[src/rtl/lv_rd_pkg.sv]
// Shared constants for the lv_rdgen pseudo-random word generator:
// FSM state codes and the default Galois masks and seeds.
package lv_rd_pkg;

    localparam logic [0:0] ST_WARM = 1'b0;
    localparam logic [0:0] ST_RUN  = 1'b1;

    // Bits 255/253/250/245 set.
    localparam logic [255:0] TAPS_256 = {1'b1, 1'b0, 1'b1, 2'b0, 1'b1, 4'b0, 1'b1, 245'b0};
    localparam logic [255:0] SEED_256 =
        256'd1347997333231989955025617139070862921545325381669592728147103286558;

    // Small configuration for bring-up benches.
    localparam logic [7:0] TAPS_8 = 8'hB8;
    localparam logic [7:0] SEED_8 = 8'h01;

    // Width able to hold 0..n-1, never narrower than one bit.
    function automatic int cnt_width(input int n);
        return (n < 3) ? 1 : $clog2(n);
    endfunction

endpackage

[src/rtl/lv_rdstep.sv]
// STEPS chained Galois LFSR steps, purely combinational.
// A step shifts right and folds the mask in when the bit shifted out was set.
module lv_rdstep #(
    parameter int               WID   = 256,
    parameter logic [WID-1:0]   TAPS  = '0,
    parameter int               STEPS = 1
) (
    input  logic [WID-1:0] cur,
    output logic [WID-1:0] nxt
);

    logic [WID-1:0] v;

    always_comb begin
        v = cur;
        for (int i = 0; i < STEPS; i++) begin
            v = (v >> 1) ^ (v[0] ? TAPS : '0);
        end
        nxt = v;
    end

endmodule

[src/rtl/lv_rdgen.sv]
// Pseudo-random word generator for ECC bring-up: Galois LFSR with seed load,
// warm-up discard and a valid/ready output stream.  Not a TRNG.
//
//  state   | meaning
//  --------+-------------------------------------------------------------
//  ST_WARM | discarding WARMUP advances after reset/seed, busy=1, rd_vld=0
//  ST_RUN  | word presented on rd_dat, advance on each accepted handshake
module lv_rdgen
    import lv_rd_pkg::*;
#(
    parameter int               WID    = 256,
    parameter logic [WID-1:0]   TAPS   = TAPS_256[WID-1:0],
    parameter logic [WID-1:0]   SEED   = SEED_256[WID-1:0],
    parameter int               OWID   = 256,
    parameter int               STEPS  = 1,
    parameter int               WARMUP = 16,
    parameter int               CNTW   = 32
) (
    input  logic            clk,
    input  logic            rst,
    input  logic            seed_ld,
    input  logic [WID-1:0]  seed_in,
    output logic            rd_vld,
    input  logic            rd_rdy,
    output logic [OWID-1:0] rd_dat,
    output logic            busy,
    output logic            zseed_err,
    output logic [CNTW-1:0] word_cnt
);

    localparam int WCW = cnt_width(WARMUP);

    logic [0:0]     fsm;
    logic [WID-1:0] state;
    logic [WID-1:0] state_adv;
    logic [WID-1:0] seed_nxt;
    logic           seed_zero;
    logic [WCW-1:0] warm_cnt;

    lv_rdstep #(
        .WID   (WID),
        .TAPS  (TAPS),
        .STEPS (STEPS)
    ) u_step (
        .cur (state),
        .nxt (state_adv)
    );

    // A zero seed would lock the LFSR at zero, so fall back to SEED.
    assign seed_zero = (seed_in == '0);
    assign seed_nxt  = seed_zero ? SEED : seed_in;

    always_ff @(posedge clk or negedge rst) begin
        if (!rst) begin
            state     <= SEED;
            fsm       <= ST_WARM;
            warm_cnt  <= '0;
            word_cnt  <= '0;
            zseed_err <= 1'b0;
        end else if (seed_ld) begin
            state    <= seed_nxt;
            fsm      <= ST_WARM;
            warm_cnt <= '0;
            word_cnt <= '0;
            if (seed_zero) begin
                zseed_err <= 1'b1;
            end
        end else if (fsm == ST_WARM) begin
            if (WARMUP == 0) begin
                fsm <= ST_RUN;
            end else begin
                state    <= state_adv;
                warm_cnt <= warm_cnt + WCW'(1);
                if (warm_cnt == WCW'(WARMUP - 1)) begin
                    fsm <= ST_RUN;
                end
            end
        end else if (rd_rdy) begin
            state    <= state_adv;
            word_cnt <= word_cnt + CNTW'(1);
        end
    end

    assign rd_vld = (fsm == ST_RUN);
    assign busy   = (fsm == ST_WARM);
    assign rd_dat = state[OWID-1:0];

endmodule

[config.mk]
export PLATFORM = sky130hd
export DESIGN_NAME = lv_rdgen
export DESIGN_NICKNAME = d
export VERILOG_FILES = /design/src/rtl/lv_rd_pkg.sv /design/src/rtl/lv_rdstep.sv /design/src/rtl/lv_rdgen.sv
export SDC_FILE = /design/constraint.sdc
export NUM_CORES = 1
export LEC_CHECK = 0
export BUFFER_PORTS_ARGS = -buffer_cell sky130_fd_sc_hd__buf_2
export CAP_MARGIN = 10
export CORE_AREA = 2 2 212 214
export CTS_CLUSTER_SIZE = 40
export DETAILED_ROUTE_END_ITERATION = 7
export DIE_AREA = 0 0 214 216
export GPL_ROUTABILITY_DRIVEN = 0
export SETUP_SLACK_MARGIN = 0.4
export SLEW_MARGIN = 15
export SYNTH_ARGS = -nofsm -noshare
export SYNTH_HDL_FRONTEND = slang
export SYNTH_HIERARCHICAL = 1
export SYNTH_SLANG_ARGS = --single-unit
[constraint.sdc]
create_clock -name clk -period 2.27 [get_ports clk]
set_input_delay 0.1135 -clock clk [delete_from_list [all_inputs] [get_ports clk]]
set_output_delay 0.1135 -clock clk [all_outputs]
set_load 0.01 [all_outputs]
**Word level (Yosys, flattened, before mapping)**

Cells that the tools add are included.

- Logic and storage cells: 30
- Output and inout bits: 291
- Flip-flop bits (word level): 294

- Add/sub/neg operators: 2
- Equality and inequality tests: 3
- Multiplexer cells: 13
- Bitwise gates (word level): 2
- Reductions and logical operators: 5

Operators by type and width:

| operator | number |
|---|---|
| 256-bit two-way mux | 5 |
| 256-bit logical NOT | 1 |
| 255-bit by 256-bit XOR with 256-bit output | 1 |
| 32-bit two-way mux | 3 |
| 32-bit by 1-bit adder with 32-bit output, second input constant | 1 |
| 4-bit two-way mux | 2 |
| 4-bit by 1-bit adder with 4-bit output, second input constant | 1 |
| 4-bit equality test, second input constant | 1 |
| 2-bit AND reduction | 2 |
| 2-bit nonzero test | 2 |
| 1-bit two-way mux | 3 |
| 3-bit != test, second input constant | 1 |
| 2-bit != test, second input constant | 1 |
| 1-bit NOT | 1 |

**Depth between registers and ports, before layout**

- Depth in word-level cells: 5
- Depth in mapped cells: 9
- Depth with buffers taken out: 6

**Hierarchy**

Netlist, hierarchy kept.

By module, submodules not included:

| module | cells an instance | instances | seq. area each (µm²) | area an instance (µm²) |
|---|---|---|---|---|
| lv_rdgen | 1,518 | 1 | 7,493.4 | 14,752.9 |
| lv_rdstep | 256 | 1 | 0.0 | 1,925.6 |

**Worst setup path before layout**

No wires, ideal clock.

- Path type: register -> register
- Start point: register fsm, in the netlist rd_vld
- End point: register state[246], in the netlist rd_dat[246]
- Data required time: 2.187 ns
- Path slack: 0.296 ns
- Stages on the path, launching flop included: 10
- Library setup time: 0.083 ns
- Buffers on the path: 5
- Arrival: 1.891 ns
- Cells stage by stage: dfrtp_1 buf_2 inv_1 nor3_1 buf_2 buf_2 buf_4 buf_2 nand2_1 o21ai_0

- Cells in the longest elaborated chain, start to end: 2

RTL lines:

| item | RTL line | source |
|---|---|---|
| from (decl) | lv_rdgen.sv:33 | `logic [0:0] fsm;` |
| from (signal assigned) | lv_rdgen.sv:56 | `fsm <= ST_WARM;` |
| from (signal assigned) | lv_rdgen.sv:62 | `fsm <= ST_WARM;` |
| from (signal assigned) | lv_rdgen.sv:70 | `fsm <= ST_RUN;` |
| 256-bit two-way mux | lv_rdgen.sv:68 | `end else if (fsm == ST_WARM) begin` |
| 256-bit two-way mux | lv_rdgen.sv:60 | `end else if (seed_ld) begin` |
| to (signal assigned) | lv_rdgen.sv:61 | `state <= seed_nxt;` |
| to (signal assigned) | lv_rdgen.sv:72 | `state <= state_adv;` |
| to (signal assigned) | lv_rdgen.sv:79 | `state <= state_adv;` |
| to (decl) | lv_rdgen.sv:34 | `logic [WID-1:0] state;` |

Parallel ways exist; a longest one is shown, timed or not.
A chain may end at the register's enable or synchronous reset.

**Worst setup path in the final report**

- Start point: input port seed_in[252]
- End point: register state[81], in the netlist rd_dat[81]

- Cells in the longest elaborated chain, start to end: 3

RTL lines:

| item | RTL line | source |
|---|---|---|
| from (decl) | lv_rdgen.sv:22 | `input logic [WID-1:0] seed_in,` |
| 256-bit logical NOT | lv_rdgen.sv:50 | `assign seed_zero = (seed_in == '0);` |
| 256-bit two-way mux | lv_rdgen.sv:51 | `assign seed_nxt = seed_zero ? SEED : seed_in;` |
| 256-bit two-way mux | lv_rdgen.sv:60 |  |

Every way passes these cells.

==> results.md <==
* Status: completed
* Worst skew pair latency at 0.54 ns
* Post-synthesis mux area share at 15.42%
* Post-DR wirelength/cell at 21.86 um
* Port Buf Inserts at 550
* Final hold violations at 0
* Core Util, Final at 54.18%
* Vias in the first global route at 15630
* Post-synthesis cell count at 1774
* LEAKAGE at 0.01130 uW
* Sink Count at 294
* Final Setup Violations at 0
* Fraction of layout cells with a size suffix above 1 at 38.79%
* Root Buffer: clkbuf_16
* Tmin final at 1.917 ns
* Synth Warn # at 6
* CP Capture Type: register
* Most used flip-flop cell after synthesis: dfrtp_1
* Worst-Margin Slew at 1.232 ns
* Worst Hold Launch: seed_in[63]
* Non-Filler Instances at 2984
* Rows at 77
* Total power draw at 15280 uW
* Largest net degree at the start of global routing at 137
* Vias per cell at 5.302
* Max IR drop VDD at 0.5856 mV
* Worst endpoint required time at 2.73 ns
* Starting Density at 38.05%
* Simple-gate portion of the synthesized area at 12.18%
* Yosys top cell by area: dfrtp_1
* Yosys reg bits at 294
* WL final at 65220 um
* PD cells at 643.3 mW/mm2
* H-tree levels at 2
* Setup CP Type: in -> reg
* GR Overflow Total at 0
* Cell Area, Synth at 0.01668 mm2
* Startpoint types: input port
* Syn_area_per_cell at 9.402 um2
* Synth async-reset ratio at 100.0%
* Hold WS at 0.03480 ns
* Setup crit start: seed_in[252]
* Synthesis-to-finish area growth at 42.40%
* Tot GR Track Use at 24.46%
* Die Width at 214 um
* EDFF count, synth at 0
* Net Count, Synth at 2036
* Max clock buf depth at 3
* Clk slew on worst S/H paths at 0.06 ns
* Via count at 15820
* Die Ht at 216 um
* Slew headroom at 17.84%
* DP Cell Count at 2616
* Fill count at 3744
* Max cap viols at 0
* Fmax at 0.5216 GHz
* Max Slew Vio Count at 0
* Initial DRC count at 1189
* I/O pin count at 551
* Post-DP HPWL at 40160 um
* First-pass GRT wire length at 90100 um
* Final period util at 84.46%
* Largest family of logic cells by synthesized area: multiplexers
* Worst R2R Start: rd_vld
* Die area at 0.04622 mm2
* Multi-input logic area at 0.007380 mm2
* CTS buffer count at 37
* Core area at 0.04384 mm2
* First-pass DRT Iterations at 5
* Top-area cell type share of the netlist area at 27.76%
* Post-synthesis xor/xnor area fraction at 1.523%
* DRC violation count after routing at 0
* Critical path fanouts, max at 7
* Total Nets Final at 2621
* Top cells by area, synth: dfrtp_1, dfstp_2, mux2i_1
* Clk_skew at 0.01590 ns
* Hold crit path type: in -> reg
* Storage element area at 0.007505 mm2
* RSZ-0062 raised after global routing: yes
* Synth unique cells at 33
* Post-route ant nets at 0
* WP data arrival at 2.38 ns
* Synth Area in Adders at 0.1500%
* Initial antenna violation count at 5
* Clock tree from TritonCTS: built
* Area fraction in compound gates after synthesis at 11.57%
* Seq/Total Area, Yosys at 44.93%
==> report_power, final <==
group | switching, uW | internal (uW)
combinational | 1470 | 1350
sequential | 502 | 5900
clock | 2370 | 3690
==> repair_timing <==
action	4_1_cts	5_1_grt
endpoints found under the hold margin	427	0
gates resized for setup	11	298
endpoints found under the setup margin	190	198
setup buffers	5	29
pin swaps	2	34
hold buffers	243	0
cloned	0	19
==> kinds of logic (layout without fill, tap and decap cells) <==
logic type	Yosys count	after routing
muxes	257	257
buffers and inverters	372	985
and+or+nand+nor	436	436
AOI/OAI and AO/OA	384	384
other	0	5
adders and majority gates	2	2
DFF	294	294
xor gates and xnor gates	29	29
==> cells in the mapped netlist (all sizes together) (3+ instances only) <==
library cell,count
or3,7
nand2,267
clkbuf,94
nor3,4
dfrtp,185
nand4,31
nand3,12
xor2,22
or4,4
and2,4
xnor2,7
nor4,67
dfstp,109
buf,274
nor2,29
o21ai,371
inv,4
a21oi,10
and3,5
and4,3
mux2i,257
==> metrics by stage <==
step	setup TNS [ns]	setup WS, ns	area [um2]
3_5_place_dp	-46.59	-0.4890	18540
5_1_grt	0	0.2936	23750
3_3_place_gp	-40.53	-0.3914	18540
2_1_floorplan	0	0.2961	16700
6_report	0	0.3527	23750
4_1_cts	0	0.4030	22300
==> state kept, by name, indices dropped and copies added, names as in the netlist <==
name,count
rd_dat,256
word_cnt,32
warm_cnt,4
rd_vld,1
zseed_err,1
==> area by class of cell <==
class | instances | share of cell area, %
multi-input cells | 1108 | 31.07
inverters | 4 | 0.06322
clock inverters | 12 | 0.6216
flip-flops and latches | 294 | 31.60
repair buffers | 914 | 28.86
diodes | 5 | 0.05268
clock buffers | 55 | 4.615
well taps | 592 | 3.119
==> worst paths after layout <==
| path | endpoint | slack [ns] | depth (start not counted) |
|---|---|---|---|
| hold / removal | rd_dat[63] | 0.03 | 5 |
| max in group asynchronous | rd_dat[40] | 1.33 | 4 |
| setup reg to reg | rd_dat[183] | 0.46 | 5 |
| setup / recovery | rd_dat[81] | 0.35 | 9 |
| min in group asynchronous | word_cnt[20] | 0.10 | 2 |
| hold reg to reg | zseed_err | 0.48 | 1 |
==> routing by layer <==
metal,vias up,wire (um),GRT usage [%]
li1,7112,-,-
met1,7773,25990,29.33
met2,756,31640,41.40
met3,180,4373,5.440
met4,0,3215,12.24
met5,-,0,0
==> worst max-delay path, stage by stage <==
cell and delay (ns):
dlygate4sd3_1 0.53, buf_2 0.14, nor4_2 0.26, nand4_1 0.21, or4_4 0.50, buf_12 0.17, buf_12 0.13, clkbuf_16 0.16
o21ai_1 0.14
==> cells in the final DEF (no fill, tap or decap), types with 37 or more instances in the layout <==
cell type	instances
buf_2	529
nand2_1	267
mux2i_1	257
o21ai_0	253
dlygate4sd3_1	206
dfrtp_1	176
dfstp_2	109
o21ai_1	86
buf_4	84
clkbuf_16	51
dlymetal6s4s_1	37
Power figures use the tool's default switching activity.
